==> src/rtl/seq_pattern_pkg.sv <==
// Shared types and default constants for the serial pattern transmitter.
package seq_pattern_pkg;

    typedef enum logic [1:0] {
        IDLE = 2'd0,
        SEND = 2'd1,
        GAP  = 2'd2,
        DONE = 2'd3
    } state_t;

    localparam int                         DEFAULT_SEQ_LEN = 4;
    localparam logic [DEFAULT_SEQ_LEN-1:0] DEFAULT_SEQ     = 4'b1011;
    localparam int                         DEFAULT_GAP_CYC = 2;
    localparam int                         DEFAULT_REP_W   = 4;

endpackage

==> src/rtl/seq_bit_shifter.sv <==
// Walks a fixed pattern MSB-first; next_bit is the bit that will be on the line
// after the coming clock edge, so the caller can register it directly.
module seq_bit_shifter
    import seq_pattern_pkg::*;
#(
    parameter int                 SEQ_LEN = DEFAULT_SEQ_LEN,
    parameter logic [SEQ_LEN-1:0] SEQ     = DEFAULT_SEQ
) (
    input  logic clk,
    input  logic rst,
    input  logic load,
    input  logic advance,
    output logic next_bit,
    output logic last_bit
);

    localparam int                 IDX_W    = (SEQ_LEN > 1) ? $clog2(SEQ_LEN) : 1;
    localparam logic [IDX_W-1:0]   LAST_IDX = IDX_W'(SEQ_LEN - 1);

    logic [IDX_W-1:0] idx;
    logic [IDX_W-1:0] idx_d;

    // Advancing past bit 0 wraps straight to the MSB so back-to-back repetitions need no bubble.
    always_comb begin
        idx_d = idx;
        if (load) begin
            idx_d = LAST_IDX;
        end else if (advance) begin
            if (idx == '0) begin
                idx_d = LAST_IDX;
            end else begin
                idx_d = idx - IDX_W'(1);
            end
        end
    end

    always_ff @(posedge clk or negedge rst) begin
        if (!rst) begin
            idx <= '0;
        end else begin
            idx <= idx_d;
        end
    end

    assign next_bit = SEQ[idx_d];
    assign last_bit = (idx == '0);

endmodule

==> src/rtl/seq_pattern_gen.sv <==
// Serial pattern transmitter: sends SEQ a requested number of times with an idle
// gap between repetitions, handshaking through start/busy/done.
module seq_pattern_gen
    import seq_pattern_pkg::*;
#(
    parameter int                 SEQ_LEN = DEFAULT_SEQ_LEN,
    parameter logic [SEQ_LEN-1:0] SEQ     = DEFAULT_SEQ,
    parameter int                 GAP_CYC = DEFAULT_GAP_CYC,
    parameter int                 REP_W   = DEFAULT_REP_W
) (
    input  logic             clk,
    input  logic             rst,
    input  logic             start,
    input  logic [REP_W-1:0] reps,
    input  logic             abort,
    output logic             o,
    output logic             o_valid,
    output logic             busy,
    output logic             done
);

    localparam int               GAP_W    = (GAP_CYC > 0) ? $clog2(GAP_CYC + 1) : 1;
    localparam logic [GAP_W-1:0] GAP_LOAD = GAP_W'(GAP_CYC);

    state_t             state;
    state_t             state_d;
    logic [REP_W-1:0]   rep_cnt;
    logic [REP_W-1:0]   rep_d;
    logic [GAP_W-1:0]   gap_cnt;
    logic [GAP_W-1:0]   gap_d;
    logic               load;
    logic               advance;
    logic               next_bit;
    logic               last_bit;

    seq_bit_shifter #(
        .SEQ_LEN (SEQ_LEN),
        .SEQ     (SEQ)
    ) u_shifter (
        .clk      (clk),
        .rst      (rst),
        .load     (load),
        .advance  (advance),
        .next_bit (next_bit),
        .last_bit (last_bit)
    );

    always_comb begin
        state_d = state;
        rep_d   = rep_cnt;
        gap_d   = gap_cnt;
        load    = 1'b0;
        advance = 1'b0;
        case (state)
            IDLE: begin
                if (start && !abort) begin
                    if (reps != '0) begin
                        rep_d   = reps;
                        load    = 1'b1;
                        state_d = SEND;
                    end else begin
                        state_d = DONE;
                    end
                end
            end
            SEND: begin
                advance = 1'b1;
                if (abort) begin
                    state_d = IDLE;
                    rep_d   = '0;
                end else if (last_bit) begin
                    if (rep_cnt > REP_W'(1)) begin
                        rep_d = rep_cnt - REP_W'(1);
                        // Without a gap we stay in SEND; the shifter has already wrapped to the MSB.
                        if (GAP_CYC > 0) begin
                            state_d = GAP;
                            gap_d   = GAP_LOAD;
                        end
                    end else begin
                        state_d = DONE;
                        rep_d   = '0;
                    end
                end
            end
            GAP: begin
                if (abort) begin
                    state_d = IDLE;
                    rep_d   = '0;
                    gap_d   = '0;
                end else if (gap_cnt <= GAP_W'(1)) begin
                    state_d = SEND;
                    load    = 1'b1;
                    gap_d   = '0;
                end else begin
                    gap_d = gap_cnt - GAP_W'(1);
                end
            end
            DONE: begin
                state_d = IDLE;
            end
            default: begin
                state_d = IDLE;
            end
        endcase
    end

    // Outputs are decoded from the next state so every port comes straight off a flop.
    always_ff @(posedge clk or negedge rst) begin
        if (!rst) begin
            state   <= IDLE;
            rep_cnt <= '0;
            gap_cnt <= '0;
            o       <= 1'b0;
            o_valid <= 1'b0;
            busy    <= 1'b0;
            done    <= 1'b0;
        end else begin
            state   <= state_d;
            rep_cnt <= rep_d;
            gap_cnt <= gap_d;
            o       <= (state_d == SEND) && next_bit;
            o_valid <= (state_d == SEND);
            busy    <= (state_d == SEND) || (state_d == GAP);
            done    <= (state_d == DONE);
        end
    end

endmodule
==> config.mk <==
export PLATFORM = sky130hd
export DESIGN_NAME = seq_pattern_gen
export DESIGN_NICKNAME = d
export VERILOG_FILES = /design/src/rtl/seq_pattern_pkg.sv /design/src/rtl/seq_bit_shifter.sv /design/src/rtl/seq_pattern_gen.sv
export SDC_FILE = /design/constraint.sdc
export NUM_CORES = 1
export LEC_CHECK = 0
export CAP_MARGIN = 20
export CORE_MARGIN = 2
export CORE_UTILIZATION = 45
export DETAILED_ROUTE_END_ITERATION = 10
export GPL_TIMING_DRIVEN = 0
export PLACE_DENSITY = 0.65
export SLEW_MARGIN = 20
export SYNTH_ARGS = -nofsm -noshare
export SYNTH_HDL_FRONTEND = slang
export SYNTH_SLANG_ARGS = --single-unit
==> constraint.sdc <==
create_clock -name clk -period 2.4 [get_ports clk]
set_input_delay 0.72 -clock clk [delete_from_list [all_inputs] [get_ports clk]]
set_output_delay 0.72 -clock clk [all_outputs]
set_load 0.02 [all_outputs]
# After elaboration in Yosys (flattened, before gate mapping)
# Index checks and enable logic that the tools add are counted.
# totals
reg_bits	14
in_bits	8
output_inout_bits	4
elab_cells	70
# op_classes
add_sub_neg	3
n_lt_le_gt_ge	3
n_eq_ne	13
muxes	32
n_reduce_logical	11
# ops
operator	n
$mux 2	14
$mux 4	6
$ne 2x2->1 const B	6
$pmux 4 s3	1
$eq 2x2->1 const B	4
$pmux 2 s4	1
$mux 1	7
$reduce_and 5->1	1
$eq 2x1->1 const B	2
$gt 4x1->1 const B	1
$logic_not 2->1	2
$pmux 2 s2	1
$reduce_and 4->1	1
$reduce_bool 4->1	1
$sub 2x1->2 const B	2
$sub 4x1->4 const B	1
$lt 2x3->1 const B	1
$ne 3x3->1 const B	1
$reduce_bool 3->1	1
$bmux 1 s2	1
$le 2x1->1 const B	1
$logic_and 1x1->1	2
$pmux 1 s2	1
$reduce_bool 2->1	1
2 further kinds	2

# Logic depth before layout (Yosys ltp)
# depth
ltp_word	8
depth_mapped	9
mapped_depth_nobuf	8

# Cells and area by module
# From an unflattened synthesis, not the netlist that was laid out.
# hier_totals
cells_unflattened	96
hier_area_um2	960.9
# modules_own_cells
module	instances	cells_each	area_per_inst_um2	seq_area_each_um2
seq_pattern_gen	1	83	839.6	300.3
seq_bit_shifter	1	13	121.4	50.0

# Least setup slack after synthesis
# Ideal clock, no wire load.
# synth_path
path_type	reg2reg
from	register state[0]
to	register o
setup_ns	0.119
t_arrival_ns	1.762
t_required_ns	2.281
slack_ns	0.519
path_stages_with_launch	10
n_path_buf	1
synth_period_minus_slack_ns	1.881
path_cell_list	dfrtp_1 > inv_1 > ha_1 > buf_4 > nand2_1 > a2111oi_0 > a311o_1 > inv_1 > ha_1 > o21a_1
# synth_between
elab_cells_between_ends	18
classes_between	eq/ne (4); mux (12); reduce/logical (2)
# synth_rtl
element	line	source
start: declaration	seq_pattern_gen.sv:25	state_t state;
start signal: assignment	seq_pattern_gen.sv:118	state <= state_d;
$eq 2x2->1 (tied with other cells)	seq_pattern_gen.sv:54	case (state)
$pmux 2 s4 (*)	seq_pattern_gen.sv:54	
named net state_d[1]	seq_pattern_gen.sv:26	state_t state_d;
$eq 2x1->1 (*)	seq_pattern_gen.sv:121	o <= (state_d == SEND) && next_bit;
$logic_and 1x1->1 (*)	seq_pattern_gen.sv:121	
end signal: assignment	seq_pattern_gen.sv:121	
end: declaration	seq_pattern_gen.sv:16	output logic o,
# Mark *: on every way through the listed nets, which the timed path passes. The rest lies on a longest branch. The select of a mux whose other input is x is not followed.
# A chain may end at the register's enable or synchronous reset.

# Worst setup path after layout
# Same ends and word-level chain as after synthesis.

==> flow_metrics.py <==
metrics = {
    "routing": {
        "routed_wl_microns": 1870,
        "routed_via_density": 5.46,
        "vias": 743,
        "detail_route.iter0.violations": 17,
        "detailed_routing_iteration_count_for_the_pre_antenna_repair_pass": 4,
        "drt_drc_violations_left": 0,
        "route.antenna.remaining_nets": 0,
        "wl_per_cell_microns": 13.8,
    },
    "logic_synthesis": {
        "synth_enable_flop_cells": 0,
        "syn_inst": 95,
        "synthesis.area_sq_um": 983,
        "synth_compound_gate_area_share": 0.218,
        "synth_adder_area_share": 0.115,
        "ys_async_sr_fraction": 1.00,
        "combinational_family_with_the_most_area_after_synthesis": "compound AO/OA/AOI/OAI gates",
        "post_synth_and_or_nand_nor_area_fraction": 0.205,
        "seq_area_frac_synth": 0.356,
        "synth_ff_type": "sky130_fd_sc_hd__dfrtp_1",
        "synth_xor_area_frac": 0,
        "synth_mux_area_frac": 0.0420,
        "synth_seq_cells": 14,
        "ys.warnings.count": 0,
        "mappedNetlistNets": 112,
        "synth.avg_cell_area_sq_um": 10.4,
        "synth.distinct_cells": 39,
    },
    "global_route": {
        "grt_first_pass_wirelength_microns": 3460,
        "number_of_antenna_violations_at_the_first_check_in_global_routing": 0,
        "overflow": 0,
        "grt_max_degree": 15,
        "vias_in_the_first_global_route": 730,
        "groute.usage.overall": 0.181,
    },
    "placed_design": {
        "io_buffers": 11,
        "placedCellCount": 133,
        "gpl.final_weighted_congestion": 0.792,
        "detailed_place_hpwl_microns": 1460,
    },
    "worst_setup_path": {
        "timing_worst_setup_path_type": "flip-flop to flip-flop",
        "cp-end-kind": "flip-flop",
        "critPathRequiredTime_ps": 2570,
        "crit_path_start_kind": "flip-flop",
        "cp.arrival_ps": 2280,
        "cp_max_fo": 9,
    },
    "cells_and_area": {
        "proportion_of_layout_cells_with_a_drive_suffix_above_1": 0.165,
        "final_net_count": 128,
        "finalNonFillerCells": 136,
        "area.sequential_sq_um": 350,
        "antenna-diode-count": 0,
        "multiInputGateArea_sq_um": 569,
        "final.fill_count": 190,
        "flow.area_growth_from_synthesis_pct": 16.9,
    },
    "clock_network": {
        "cts_hold_buffers": 0,
        "tritoncts.num_buffers": 3,
        "htreeDepth": 1,
        "clock-sinks": 14,
        "cts_tree": "yes",
        "clock_latency_ps": 280,
        "clkSlewWorstSetupHoldPaths_ps": 80,
        "cts_root_buf": "sky130_fd_sc_hd__clkbuf_4",
        "clock_tree.buffer_depth": 2,
        "post_cts_gate_resize_count": 0,
        "postCtsSetupBuffers": 0,
    },
    "floorplan": {
        "core_area_sq_mm": 0.00200,
        "floorplan.die.height_microns": 50.8,
        "floorplan.rows": 16,
        "die-width_microns": 50.8,
        "floorplan.initialDensity": 0.491,
        "die_area_sq_mm": 0.00258,
        "num_io_pins": 12,
    },
    "sta": {
        "grt_setup_unrepaired": "false",
        "report.final.setup_viol": 0,
        "final-hold-violation-count": 0,
        "fin_tns_setup_ps": 0,
        "slew_viol_final": 0,
        "clock-skew-final_ps": 3.41,
        "final_min_period_over_clock_period": 0.877,
        "timing.max_slew.rel_slack": 0.567,
        "fin_crit_ps": 2100,
        "worstMarginPinSlew_ps": 647,
        "max_freq_mhz": 475,
    },
    "flow_run": {
        "drv.max_cap_violation_count": 0,
    },
    "power_and_ir_drop": {
        "static-leakage-power_nw": 0.482,
        "vdd_drop_max_v": 0.000671,
        "pd_cells_mw_per_mm2": 1170,
    },
    "status": {
        "outcome": "finished clean",
    },
    "hold_path": {
        "worst_hold_path_type": "flip-flop to flip-flop",
    },
}
## report_power, final
group,switching [mW],internal [mW]
clock,0.0748,0.0582
combinational,0.435,0.372
sequential,0.0724,0.337
total,0.582,0.768
## Yosys cell counts, types with 2 or more instances
cell type                   count  area [sq um]
sky130_fd_sc_hd__nand2_1       10          37.5
sky130_fd_sc_hd__dfrtp_1       14           350
sky130_fd_sc_hd__mux2_4         2          30.0
sky130_fd_sc_hd__o2bb2ai_1      3          26.3
sky130_fd_sc_hd__buf_4          2          15.0
sky130_fd_sc_hd__nor4_4         2          42.5
sky130_fd_sc_hd__inv_1          8          30.0
sky130_fd_sc_hd__o31ai_1        2          15.0
sky130_fd_sc_hd__o22ai_1        2          12.5
sky130_fd_sc_hd__nand3b_1       2          15.0
sky130_fd_sc_hd__nor2_1         5          18.8
sky130_fd_sc_hd__a21oi_1        3          15.0
sky130_fd_sc_hd__inv_2          2          7.51
sky130_fd_sc_hd__ha_1           9           113
sky130_fd_sc_hd__nor2b_1        2          12.5
sky130_fd_sc_hd__nor3b_1        2          15.0
sky130_fd_sc_hd__nand2b_1       3          18.8
## worst max-delay path: stages (launching register included)
cell and delay [ps]:
sky130_fd_sc_hd__dfrtp_1 390, sky130_fd_sc_hd__inv_1 140, sky130_fd_sc_hd__ha_1 170, sky130_fd_sc_hd__buf_4 170
sky130_fd_sc_hd__nand2_1 90, sky130_fd_sc_hd__a2111oi_0 420, sky130_fd_sc_hd__a311o_1 250, sky130_fd_sc_hd__inv_1 60
sky130_fd_sc_hd__ha_1 210, sky130_fd_sc_hd__o21a_1 100
## kinds of logic (layout without fill, tap and decap cells)
logic type / Yosys count / in the layout
compound gates: 25 / 25
simple gates: 31 / 31
buf+inv: 13 / 27
mux: 3 / 3
flops: 14 / 14
fa+ha+maj: 9 / 9
## state kept, by name, summed over array words and instances, names as in the netlist
signal,count
u_shifter.idx,2
rep_cnt,4
done,1
busy,1
state,2
gap_cnt,2
o_valid,1
o,1
## cells in the final DEF, fill, tap and decap left out, types with 2 or more instances in the layout
cell | netlist | routed
sky130_fd_sc_hd__nor3b_1 | 2 | 2
sky130_fd_sc_hd__nand2b_1 | 3 | 3
sky130_fd_sc_hd__nor2b_1 | 2 | 2
sky130_fd_sc_hd__dfrtp_1 | 14 | 14
sky130_fd_sc_hd__buf_4 | 2 | 2
sky130_fd_sc_hd__nor4_4 | 2 | 2
sky130_fd_sc_hd__nor2_1 | 5 | 5
sky130_fd_sc_hd__inv_1 | 8 | 8
sky130_fd_sc_hd__nand2_1 | 10 | 10
sky130_fd_sc_hd__o22ai_1 | 2 | 2
sky130_fd_sc_hd__a21oi_1 | 3 | 3
sky130_fd_sc_hd__mux2_4 | 2 | 2
sky130_fd_sc_hd__ha_1 | 9 | 9
sky130_fd_sc_hd__clkbuf_4 | 0 | 3
sky130_fd_sc_hd__inv_2 | 2 | 2
sky130_fd_sc_hd__clkdlybuf4s50_1 | 0 | 11
sky130_fd_sc_hd__nand3b_1 | 2 | 2
sky130_fd_sc_hd__o31ai_1 | 2 | 2
sky130_fd_sc_hd__o2bb2ai_1 | 3 | 3
## per-layer routing
| layer | GRT usage | part of all wire | vias up | routed length [microns] |
|---|---|---|---|---|
| li1 | - | - | 381 | - |
| met1 | 0.260 | 0.51 | 343 | 947 |
| met2 | 0.259 | 0.44 | 17 | 816 |
| met4 | 0.0541 | 0.010 | 0 | 19 |
| met5 | 0 | 0 | - | 0 |
| met3 | 0.0536 | 0.047 | 2 | 88 |
## final cells by class
| cell class | count | area share |
|---|---|---|
| well taps | 27 | 0.0294 |
| repair buffers | 11 | 0.0958 |
| clock buffers | 3 | 0.0196 |
| flip-flops and latches | 14 | 0.305 |
| inverters | 10 | 0.0326 |
| multi-input cells | 68 | 0.495 |
| plain buffers | 3 | 0.0229 |
## through the flow
step | setup slack (ps) | power, mW | utilization | instance area, sq um | hold WS [ps]
after floorplan | 519 | 1.02 | - | 983 | 424
after global placement | 10.8 | 1.21 | 0.563 | 1130 | 466
after detailed placement | 0.868 | 1.23 | 0.563 | 1130 | 486
after CTS | 271 | 1.37 | 0.574 | 1150 | 495
after global routing | 95.9 | 1.49 | 0.574 | 1150 | 524
final | 296 | 1.35 | 0.574 | 1150 | 489
## final timing paths
check	start	end	slack [ps]	depth (start not counted)
max in group asynchronous	rst	state[0]$_DFF_PN0_	1150	1
max	state[0]$_DFF_PN0_	o$_DFF_PN0_	300	9
max reg2reg	state[0]$_DFF_PN0_	o$_DFF_PN0_	300	9
min in group asynchronous	rst	u_shifter.idx[1]$_DFF_PN0_	830	1
min	gap_cnt[0]$_DFFE_PN0P_	gap_cnt[0]$_DFFE_PN0P_	490	1
min reg2reg	gap_cnt[0]$_DFFE_PN0P_	gap_cnt[0]$_DFFE_PN0P_	490	1
No activity file was read; power rests on OpenSTA's default activity.
